===== src/rtl/lint_combine_pkg.sv =====
// Shared types and constants for the lint_combine_pipe datapath.
package lint_combine_pkg;
    typedef enum logic [1:0] {
        MODE_AND  = 2'b00,
        MODE_OR   = 2'b01,
        MODE_XOR  = 2'b10,
        MODE_HOLD = 2'b11
    } combine_mode_e;

    localparam int BUF_DEPTH = 2;
    localparam int CNT_W     = 16;
endpackage


===== src/rtl/lint_combine_lane.sv =====
// Combinational per-lane operator: combines the current beat with the previous one.
module lint_combine_lane
    import lint_combine_pkg::*;
#(
    parameter int WIDTH = 4
) (
    input  logic [WIDTH-1:0] d,
    input  logic [WIDTH-1:0] h,
    input  logic [1:0]       mode,
    input  logic             check,
    output logic [WIDTH-1:0] result
);
    always_comb begin
        result = '0;
        if (check) begin
            case (combine_mode_e'(mode))
                MODE_AND:  result = d & h;
                MODE_OR:   result = d | h;
                MODE_XOR:  result = d ^ h;
                MODE_HOLD: result = h;
            endcase
        end
    end
endmodule


===== src/rtl/lint_combine_pipe.sv =====
// Multi-lane register-and-combine stage with a 2-entry valid/ready output buffer.
// Define LINT_COMBINE_STATS_EN to build the saturating accepted-beat counter.
module lint_combine_pipe
    import lint_combine_pkg::*;
#(
    parameter int WIDTH    = 4,
    parameter int CHANNELS = 3
) (
    input  logic                      clk,
    input  logic                      reset,
    input  logic                      in_valid,
    output logic                      in_ready,
    input  logic [CHANNELS*WIDTH-1:0] in_data,
    input  logic [2*CHANNELS-1:0]     mode,
    input  logic                      check,
    output logic                      out_valid,
    input  logic                      out_ready,
    output logic [CHANNELS*WIDTH-1:0] out_data,
    output logic [CNT_W-1:0]          beat_count
);
    localparam int DW = CHANNELS * WIDTH;

    logic [DW-1:0] hist_q, hist_d;
    logic [DW-1:0] buf_q [BUF_DEPTH];
    logic [DW-1:0] buf_d [BUF_DEPTH];
    logic          wr_ptr_q, wr_ptr_d;
    logic          rd_ptr_q, rd_ptr_d;
    logic [1:0]    occ_q, occ_d;
    logic          in_ready_q, in_ready_d;
    logic [DW-1:0] result;
    logic          accept;
    logic          pop;

    for (genvar k = 0; k < CHANNELS; k++) begin : g_lane
        lint_combine_lane #(.WIDTH(WIDTH)) u_lane (
            .d      (in_data[k*WIDTH +: WIDTH]),
            .h      (hist_q[k*WIDTH +: WIDTH]),
            .mode   (mode[2*k +: 2]),
            .check  (check),
            .result (result[k*WIDTH +: WIDTH])
        );
    end

    assign accept    = in_valid & in_ready_q;
    assign pop       = out_valid & out_ready;
    assign in_ready  = in_ready_q;
    assign out_valid = (occ_q != 2'd0);
    assign out_data  = buf_q[rd_ptr_q];

    always_comb begin
        hist_d   = hist_q;
        buf_d    = buf_q;
        wr_ptr_d = wr_ptr_q;
        rd_ptr_d = rd_ptr_q;
        occ_d    = occ_q;
        if (accept) begin
            buf_d[wr_ptr_q] = result;
            wr_ptr_d        = ~wr_ptr_q;
            hist_d          = in_data;
        end
        if (pop) begin
            rd_ptr_d = ~rd_ptr_q;
        end
        case ({accept, pop})
            2'b10:   occ_d = occ_q + 2'd1;
            2'b01:   occ_d = occ_q - 2'd1;
            default: occ_d = occ_q;
        endcase
        // Registered from next occupancy so in_ready never depends on out_ready.
        in_ready_d = (occ_d < 2'(BUF_DEPTH));
    end

    always_ff @(posedge clk or negedge reset) begin
        if (!reset) begin
            hist_q     <= '0;
            buf_q[0]   <= '0;
            buf_q[1]   <= '0;
            wr_ptr_q   <= 1'b0;
            rd_ptr_q   <= 1'b0;
            occ_q      <= 2'd0;
            in_ready_q <= 1'b1;
        end else begin
            hist_q     <= hist_d;
            buf_q      <= buf_d;
            wr_ptr_q   <= wr_ptr_d;
            rd_ptr_q   <= rd_ptr_d;
            occ_q      <= occ_d;
            in_ready_q <= in_ready_d;
        end
    end

`ifdef LINT_COMBINE_STATS_EN
    logic [CNT_W-1:0] cnt_q, cnt_d;

    always_comb begin
        cnt_d = cnt_q;
        if (accept && (cnt_q != {CNT_W{1'b1}})) begin
            cnt_d = cnt_q + 1'b1;
        end
    end

    always_ff @(posedge clk or negedge reset) begin
        if (!reset) begin
            cnt_q <= '0;
        end else begin
            cnt_q <= cnt_d;
        end
    end

    assign beat_count = cnt_q;
`else
    assign beat_count = '0;
`endif
endmodule


===== config.mk =====
export PLATFORM = sky130hd
export DESIGN_NAME = lint_combine_pipe
export DESIGN_NICKNAME = d
export VERILOG_FILES = /design/src/rtl/lint_combine_pkg.sv /design/src/rtl/lint_combine_lane.sv /design/src/rtl/lint_combine_pipe.sv
export SDC_FILE = /design/constraint.sdc
export NUM_CORES = 1
export LEC_CHECK = 0
export BUFFER_PORTS_ARGS = -buffer_cell sky130_fd_sc_hd__buf_2
export CORE_MARGIN = 8
export CORE_UTILIZATION = 55
export DETAILED_ROUTE_END_ITERATION = 6
export GPL_ROUTABILITY_DRIVEN = 0
export GPL_TIMING_DRIVEN = 0
export PLACE_DENSITY_LB_ADDON = 0.2
export SLEW_MARGIN = 20
export SYNTH_ARGS = -nofsm -noshare
export SYNTH_HDL_FRONTEND = slang
export SYNTH_SLANG_ARGS = --single-unit

===== constraint.sdc =====
create_clock -name clk -period 1.87 [get_ports clk]
set_input_delay 0.374 -clock clk [delete_from_list [all_inputs] [get_ports clk]]
set_output_delay 0.374 -clock clk [all_outputs]
set_load 0.05 [all_outputs]

==> summary.txt, run 1 <==
Cells and area
  • Area grow syn2layout: 15.47%
  • Most frequent cells in the layout: nand2_1, dfrtp_1, buf_2
  • FILL cells: 399
  • Ant. Diodes: 0
  • Finished Layout Cells: 385
  • Commonest non-fill, non-tap cell in the layout: nand2_1
  • NumNets Final: approximately 380
  • Fraction of layout cells with a size suffix above 1: 0.2477

Clock tree
  • Clock latency on the worst-skew pair: around 0.28 ns
  • Post-CTS Hold Buffers: 0
  • CTS buffer count: 5
  • CTS root buffer: clkbuf_8
  • Clk sinks: 41
  • Clk slew on worst S/H paths: 0.08 ns
  • H-tree levels: 2
  • CTS tree: yes
  • CTS max path bufs: 2

Timing
  • Least-Margin Pin Slew: 0.9074 ns
  • Number of setup violations in the final report: 0
  • Slew Limit Headroom: 0.3951
  • Fin crit share: 0.9453
  • Fin Setup TNS: 0 ns
  • Skew final: ~0.0048 ns
  • Hold WS: 0.2156 ns
  • Max Clock Freq: around 0.57 GHz
  • Final hold violation count: 0
  • Final min period: 1.768 ns
  • Fin. max-slew vios: 0
  • RSZ-0062 raised after global routing: false

Setup path
  • Worst-path cell chain: buf_6, mux2_1, buf_2
  • Slowest Stage Delay on Critical Path: 0.36 ns
  • Startpoint types: flip-flop
  • Setup crit end kind: primary output
  • Worst Path Required: approximately 1.5 ns
  • FF-to-FF Start: in_ready
  • Critical path arrival: 1.39 ns
  • CP Buf/Inv Count: 2
  • CP delay by family, top: buffers and inverters
  • Critical path type: flip-flop to primary output
  • Crit-path max FO: 10
  • Reg2Reg Depth: 5
  • Slowest-stage cell, CP: dfrtp_1
  • Setup slack, reg-to-reg: 0.15 ns

Floorplan
  • # IOs: 53
  • Row cnt: 25
  • Initial Utilization: 0.5637
  • Die Y: 85.35 um
  • DIE AREA: 7285 um2
  • DIE WIDTH: roughly 85 um
  • Core area: 4692 um2

Power and ir drop
  • P_leak: 1.601 nW
  • Worst vdd rail ir drop: 817.4 uV
  • Power per cell area: 1525 nW/um2
  • Overall Power: 4.657 mW

Yosys
  • Top cells by area, synth: dfrtp_1, ha_1, nand2_1
  • Mapped Cells: 272
  • Yosys top cell by area: dfrtp_1
  • Register area share after synthesis: 0.3884
  • Netlist cell types: 35
  • Post-synth EDFFs: 0
  • Synth top area share: 0.3784
  • Mapped Area: 2645 um2
  • Ys async rst share: 1.000
  • Mean Syn Cell Area: 9.724 um2
  • Yosys warnings: 0
  • Synth Flop Type: dfrtp_1
  • #FFs+latches synth: 41

Detailed routing
  • First DRT Iteration DRCs: between 70 and 80
  • Met1 WL: approximately 2500 um
  • WL/cell: 13.89 um
  • Final WL: 5346 um
  • Top layer in use: met4
  • DR vias/cell: 5.073
  • Met3 WL: roughly 260 um
  • 1st-pass router iterations: 4
  • DRC Markers: 0
  • Met2 routed WL: 2592 um
  • Antenna-violating nets left: 0
  • Vias: 1,953

Placed design
  • Final HPWL DP: 4149 um
  • Post-Place Cells: between 300 and 400
  • Port Buf Inserts: 36

Run
  • MaxCap Viol Count: 0

Global routing
  • GRT Residual Overflow: 0
  • GR Util All Layers: 0.1543
  • Initial antenna violation count: 0
  • Vias in the first global route: 1,964
  • Largest net degree at the start of global routing: 42
  • First-pass GRT wire length: 9101 um

Outcome
  • Run status: complete, no violations

Worst hold path
  • Hold Crit Class: input port to async pin
-- per-stage QoR --
step / utilization / instance area, um2 / setup slack [ns]
after global placement: 0.6285 / 2949 / 0.04220
after global routing: 0.6509 / 3054 / 0.02608
final: 0.6509 / 3054 / 0.1022
after CTS: 0.6504 / 3052 / 0.02458
after detailed placement: 0.6285 / 2949 / 0.01621
after floorplan: - / 2701 / 0.04320
-- worst max-delay path by stage --
stage               startpoint  slack (ns)  cells after the start          end
finish                rd_ptr_q        0.10                      3  out_data[3]
global route          rd_ptr_q        0.03                      3  out_data[3]
CTS                   in_ready        0.02                      5    flip-flop
detailed placement    in_ready        0.02                      5    flip-flop
global placement      in_ready        0.04                      5    flip-flop
floorplan             in_ready        0.04                      5    flip-flop
-- layer usage --
layer	GRT usage	vias to the layer above
met5	0	-
met1	0.1899	924
li1	-	989
met2	0.2607	38
met4	0.03503	0
met3	0.04247	2
-- cells in the mapped netlist (2+ instances only) --
master and count:
a31oi_1 4, a32oi_1 4, a32oi_2 2, and2_1 3, and2b_4 2, buf_2 4
buf_4 16, buf_6 3, clkbuf_1 3, dfrtp_1 40, ha_1 25, inv_1 24
mux2_1 14, mux2_2 4, mux2_4 2, mux2i_1 4, nand2_1 44, nor2_1 5
nor2b_1 7, nor2b_4 4, o21ai_1 33, o32a_1 4, or2_0 2, or2_1 5
xnor2_1 3, xor2_1 2
-- state kept, by name, indices dropped and copies added, names as in the netlist, named ones only --
signal    cells
wr_ptr_q      1
hist_q       12
rd_ptr_q      1
buf_q        24
occ_q         1
in_ready      1
-- cell families (layout without fill, tap and decap cells) --
kind of cell / Yosys count / count (layout) / synth area share
AND/OR/NAND/NOR: 78 / 78 / 0.1537
multiplexers: 24 / 24 / 0.1031
adder cells (fa/ha/maj): 25 / 25 / 0.1183
buffers and inverters: 50 / 94 / 0.1041
other: 1 / 16 / 0.001418
XOR/XNOR: 5 / 5 / 0.01656
flip-flops: 41 / 41 / 0.3884
AO/OA/AOI/OAI: 48 / 48 / 0.1145
-- layout make-up --
class | count | area, um2 | area share
multi-input cells | 196 | 1401 | 0.4588
inverters | 24 | 90.09 | 0.02950
flip-flops and latches | 41 | 1027 | 0.3363
repair buffers | 37 | 187.7 | 0.06145
well taps | 54 | 67.56 | 0.02212
clock buffers | 7 | 86.33 | 0.02827
plain buffers | 26 | 193.9 | 0.06350
-- repair_timing --
| item | 4_1_cts | 5_1_grt |
|---|---|---|
| endpoints found under the setup margin | 10 | 2 |
| gates resized for setup | 3 | 1 |
| buffers inserted | 1 | 0 |
-- where the power goes --
part | switching (mW) | internal, mW
logic | 1.57 | 0.873
registers | 0.322 | 1.31
clock network | 0.283 | 0.293
total | 2.18 | 2.48
Power figures use the tool's default switching activity.
==> run 2: changes to the inputs <==
Settings changed: CORE_UTILIZATION 55 to 57, CTS_BUF_LIST set to sky130_fd_sc_hd__clkbuf_4 sky130_fd_sc_hd__clkbuf_8, GPL_TIMING_DRIVEN 0 to not set, TNS_END_PERCENT set to 20.
==> run 2 against run 1 <==
  * Clock skew down 0.00067 ns
  * Flip-flop and latch count unchanged
  * Via count down 5.1%
  * Combinational power down 2%
  * Critical path depth unchanged
  * Core utilization up 0.89 points
  * Cell count down 5.2%
  * Routed wire length down 7.3%
  * Die area down 2.9%
  * Non-clock buffer count down 19
  * Critical path type unchanged
  * Largest cell class unchanged
==> summary.txt, run 2 (synthesized netlist as in run 1, its figures left out) <==
Clock tree
  • CTS buffer count: 5
  • Post-CTS Hold Buffers: 0
  • Clock latency on the worst-skew pair: 0.29 ns
  • Clk sinks: 41
  • H-tree levels: 2
  • CTS max path bufs: 2
  • Clk slew on worst S/H paths: 0.08 ns
  • CTS root buffer: clkbuf_8
  • CTS tree: yes

Timing
  • Final min period: 1.820 ns
  • Number of setup violations in the final report: 0
  • Final worst setup slack: approximately 0.050 ns
  • Fin crit share: 0.9731
  • Fin. max-slew vios: 0
  • Hold WS: roughly 0.13 ns
  • Fin Setup TNS: 0 ns
  • Final hold violation count: 0
  • Least-Margin Pin Slew: 0.5181 ns
  • Skew final: ~0.004 ns
  • Max Clock Freq: 0.5495 GHz
  • Slew Limit Headroom: 0.6546

Floorplan
  • Core area: 4414 um2
  • DIE WIDTH: ~84 um
  • Row cnt: 24
  • DIE AREA: 7076 um2
  • # IOs: 53
  • Initial Utilization: 0.5992
  • Die Y: 84.12 um

Power and ir drop
  • P_leak: 1.513 nW
  • Sequential share of power: 0.355
  • Clk pwr share: 0.129
  • Combinational fraction of design power: 0.516
  • Worst vdd rail ir drop: 771.7 uV
  • NetSw: about 2.1 mW
  • Internal power: between 2 and 2.5 mW
  • Power per cell area: 1589 nW/um2
  • Sw Share: 0.4635

Cells and area
  • Max reg flops: 24
  • Finished Layout Cells: between 300 and 400
  • Most frequent cells in the layout: nand2_1, dfrtp_1, buf_2
  • Biggest regs: buf_q: 24 flops, hist_q: 12 flops
  • Final core occ: 0.6599
  • Area grow syn2layout: 10.12%
  • FILL cells: 376
  • NumNets Final: 360
  • Commonest non-fill, non-tap cell in the layout: nand2_1
  • Fraction of layout cells with a size suffix above 1: 0.2141
  • Ant. Diodes: 0
  • Top reg by flops: buf_q

Detailed routing
  • 1st-pass router iterations: 4
  • Vias: 1,854
  • DRC Markers: 0
  • DR vias/cell: 5.079
  • Final WL: approximately 5000 um
  • First DRT Iteration DRCs: 44
  • Antenna-violating nets left: 0
  • WL/cell: around 14 um

Global routing
  • Vias in the first global route: 1,865
  • First-pass GRT wire length: 8528 um
  • Largest net degree at the start of global routing: 42
  • GRT Residual Overflow: 0
  • Initial antenna violation count: 0
  • GR Util All Layers: 0.1444

Worst hold path
  • Hold Crit Class: input port to async pin

Setup path
  • Setup slack, reg-to-reg: 0.30 ns
  • Setup crit end kind: primary output
  • Crit-path max FO: 7
  • Startpoint types: flip-flop
  • Worst Path Required: around 1.5 ns
  • Critical path arrival: 1.45 ns
  • Critical path type: flip-flop to primary output

Run
  • MaxCap Viol Count: 0

Outcome
  • Run status: complete, no violations

Placed design
  • Final HPWL DP: 3810 um
  • Port Buf Inserts: 36
  • Post-Place Cells: 355
  • Dpl ws: 0.2965 ns
-- run 2: changes by cell type in the layout (fill, tap and decap cells not counted), moves of 2 or more --
cell / previous run / this run
buf_4: 18 / 8
clkbuf_1: 4 / 0
buf_2: 38 / 36
clkbuf_4: 0 / 3
buf_6: 4 / 0
-- run 2: worst paths after layout --
check | start | cells after the start | end
min | reset | 2 | hist_q[0]
max in group asynchronous | reset | 2 | hist_q[7]
min in group clk | in_data[1] | 3 | hist_q[1]
max reg2reg | flip-flop | 5 | flip-flop
max | rd_ptr_q | 3 | out_data[2]
min reg2reg | flip-flop | 1 | in_ready
-- run 2: final cells by class --
class                           count  area, um2  share of cell area
Clock buffer                        8      91.34             0.03136
Inverter                           24      90.09             0.03093
Multi-Input combinational cell    196       1399              0.4802
Sequential cell                    41       1027              0.3527
Tap cell                           52      65.06             0.02234
Timing Repair Buffer               44      240.2             0.08247
-- run 2: critical path, stage by stage, from the launching register on --
cell and delay (ns):
dfrtp_1 0.42, buf_4 0.19, mux2_1 0.33, buf_2 0.22
-- run 2: power groups by stage --
stage               Clock [mW]  Sequential, mW  Combinational, mW
global route             0.643            1.70               2.65
global placement             0            1.65               2.30
detailed placement           0            1.66               2.38
CTS                      0.615            1.64               2.39
floorplan                    0            1.61               1.88
finish                   0.599            1.64               2.39
-- run 2: routing by layer --
metal  share of wire  GRT usage  vias up
li1                -          -      945
met1            0.46     0.1825      858
met2            0.47     0.2284       41
met3           0.053    0.03906       10
met4           0.020    0.05495        0
met5               0          0        -
-- run 2: through the flow --
step	power (mW)	area, um2
finish	4.628	2913
floorplan	3.495	2701
CTS	4.647	2898
detailed placement	4.040	2806
global placement	3.951	2806
global route	4.998	2913
-- run 2: repair_timing --
action                     CTS  global route
setup buffers                0             2
setup endpoints to repair    0             7
gates resized for setup      0             0
==> run 3: changes to the inputs <==
==> constraint.sdc (replaced) <==
create_clock -name clk -period 1.87 [get_ports clk]
set_input_delay 0.2805 -clock clk [delete_from_list [all_inputs] [get_ports clk]]
set_output_delay 0.2805 -clock clk [all_outputs]
set_load 0.05 [all_outputs]
==> run 3 against run 2 <==
  * First-iteration DRC count grew 14%
  * Flip-flop and latch count did not move
  * Register-to-register slack got worse by 0.04 ns
  * Cell count shrank 0.27%
  * Non-clock buffer count is 1 lower
  * Power decreased by 0.50%
  * Hold slack improved by 0.14 ns
  * Clock-buffer cell count is the same
  * Combinational power hardly changed
  * Clock skew shrank 0.0011 ns
  * Via count increased by 0.16%
  * Design area is 0.47% higher
  * Largest power group unchanged
==> summary.txt, run 3 (synthesized netlist as in run 1, its figures left out) <==
Detailed routing
  • DR vias/cell: 5.102
  • DRC Markers: 0
  • 1st-pass router iterations: 4
  • Vias: roughly 1,900
  • First DRT Iteration DRCs: 50
  • WL/cell: roughly 13 um
  • Final WL: between 4000 and 5000 um
  • Antenna-violating nets left: 0

Cells and area
  • Area grow syn2layout: 10.64%
  • Ant. Diodes: 0
  • Max reg flops: 24
  • Final core occ: 0.6630
  • Most frequent cells in the layout: nand2_1, dfrtp_1, buf_2
  • Fraction of layout cells with a size suffix above 1: 0.2083
  • NumNets Final: between 300 and 400
  • Biggest regs: buf_q: 24 flops, hist_q: 12 flops
  • Top reg by flops: buf_q
  • Commonest non-fill, non-tap cell in the layout: nand2_1

Timing
  • Fin Setup TNS: 0 ns
  • Fin. max-slew vios: 0
  • Final worst setup slack: 0.1828 ns
  • RSZ-0062 raised after global routing: false
  • Fin crit share: 0.9023
  • Final min period: between 1.5 and 2 ns
  • Skew final: about 0.003 ns
  • Max Clock Freq: 0.5927 GHz
  • Final hold violation count: 0
  • Number of setup violations in the final report: 0

Power and ir drop
  • Sw Share: 0.4605
  • P_leak: 1.515 nW
  • Internal power: 2.484 mW
  • Overall Power: 4.605 mW
  • Combinational fraction of design power: 0.513
  • Worst vdd rail ir drop: 876.2 uV
  • NetSw: around 2.1 mW
  • Clk pwr share: 0.134
  • Power per cell area: 1573 nW/um2
  • Sequential share of power: 0.354

Global routing
  • GR Util All Layers: 0.1468
  • Vias in the first global route: a little under 2,000
  • Largest net degree at the start of global routing: 42
  • First-pass GRT wire length: between 8000 and 9000 um
  • Initial antenna violation count: 0
  • GRT Residual Overflow: 0

Setup path
  • CP delay by family, top: flip-flops
  • Critical path arrival: between 1 and 1.5 ns
  • Setup crit end kind: primary output
  • Startpoint types: flip-flop
  • Worst Path Required: 1.59 ns
  • Critical path type: flip-flop to primary output
  • Crit-path max FO: 6
  • Setup slack, reg-to-reg: roughly 0.26 ns
  • Slowest-stage cell, CP: dfrtp_1
  • CP Buf/Inv Count: 2
  • Slowest Stage Delay on Critical Path: 0.39 ns
  • Worst-path cell chain: buf_4, mux2_1, buf_2

Floorplan
  • Core area: 4414 um2
  • Initial Utilization: 0.5992
  • DIE AREA: between 7000 and 8000 um2
  • Die Y: approximately 84 um
  • DIE WIDTH: 84.12 um
  • Row cnt: 24
  • # IOs: 53

Outcome
  • Run status: complete, no violations

Worst hold path
  • Hold Crit Class: input port to flip-flop

Clock tree
  • CTS root buffer: clkbuf_8
  • Clk slew on worst S/H paths: ~0.07 ns
  • CTS tree: yes
  • CTS buffer count: 5
  • Clock latency on the worst-skew pair: between 0.2 and 0.3 ns
  • CTS max path bufs: 2
  • Clk sinks: 41
  • H-tree levels: 2

Run
  • MaxCap Viol Count: 0

Placed design
  • Dpl ws: 0.2646 ns
  • Final HPWL DP: between 3000 and 4000 um
  • Port Buf Inserts: 36
[run 3: tightest hold or removal path, stage by stage]
cell     delay (ns)
buf_2          0.11
inv_1          0.07
o21ai_1        0.07
[run 3: what timing repair did]
| action | in CTS | in global routing |
|---|---|---|
| hold endpoints to repair | 40 | 0 |
| buffers inserted | 0 | 0 |
| resized for setup | 0 | 0 |
| hold buffers | 1 | 0 |
[run 3: area by class of cell]
type                       instances  area [um2]
sequential                        41        1027
timing repair buffer              43       247.7
tap                               52       65.06
clock buffer                       8       97.59
inverter                          24       90.09
multi-input combinational        196        1399
fill                             374        1488
[run 3: per-layer routing]
layer	GRT usage	vias to the layer above	part of all wire
li1	-	949	-
met1	0.1589	864	0.43
met2	0.2563	38	0.50
met3	0.05273	6	0.058
met4	0.05181	0	0.013
met5	0	-	0
[run 3: path summary, 6_finish.rpt]
check | startpoint | end | cells after the start
setup / recovery | rd_ptr_q | out_data[5] | 3
hold / removal | in_data[9] | hist_q[9] | 3
setup reg to reg | flip-flop | flip-flop | 5
hold reg to reg | flip-flop | in_ready | 1
max in group asynchronous | reset | in_ready | 3
min in group asynchronous | reset | occ_q[0] | 3
[run 3: power by group through the flow]
stage	Clock [mW]	Combinational, mW	Sequential (mW)
after global routing	0.675	2.62	1.70
after floorplan	0	1.88	1.61
after CTS	0.639	2.41	1.64
final	0.615	2.36	1.63
after detailed placement	0	2.39	1.65
after global placement	0	2.33	1.62
[run 3: through the flow]
stage | cell area [um2] | hold slack [ns] | std cells
after detailed placement | 2819 | 0.2713 | 355
final | 2927 | 0.2703 | 364
after CTS | 2927 | 0.2638 | 364
after global routing | 2927 | 0.2741 | 364
after global placement | 2819 | 0.2682 | 355
after floorplan | 2701 | -0.01509 | 287
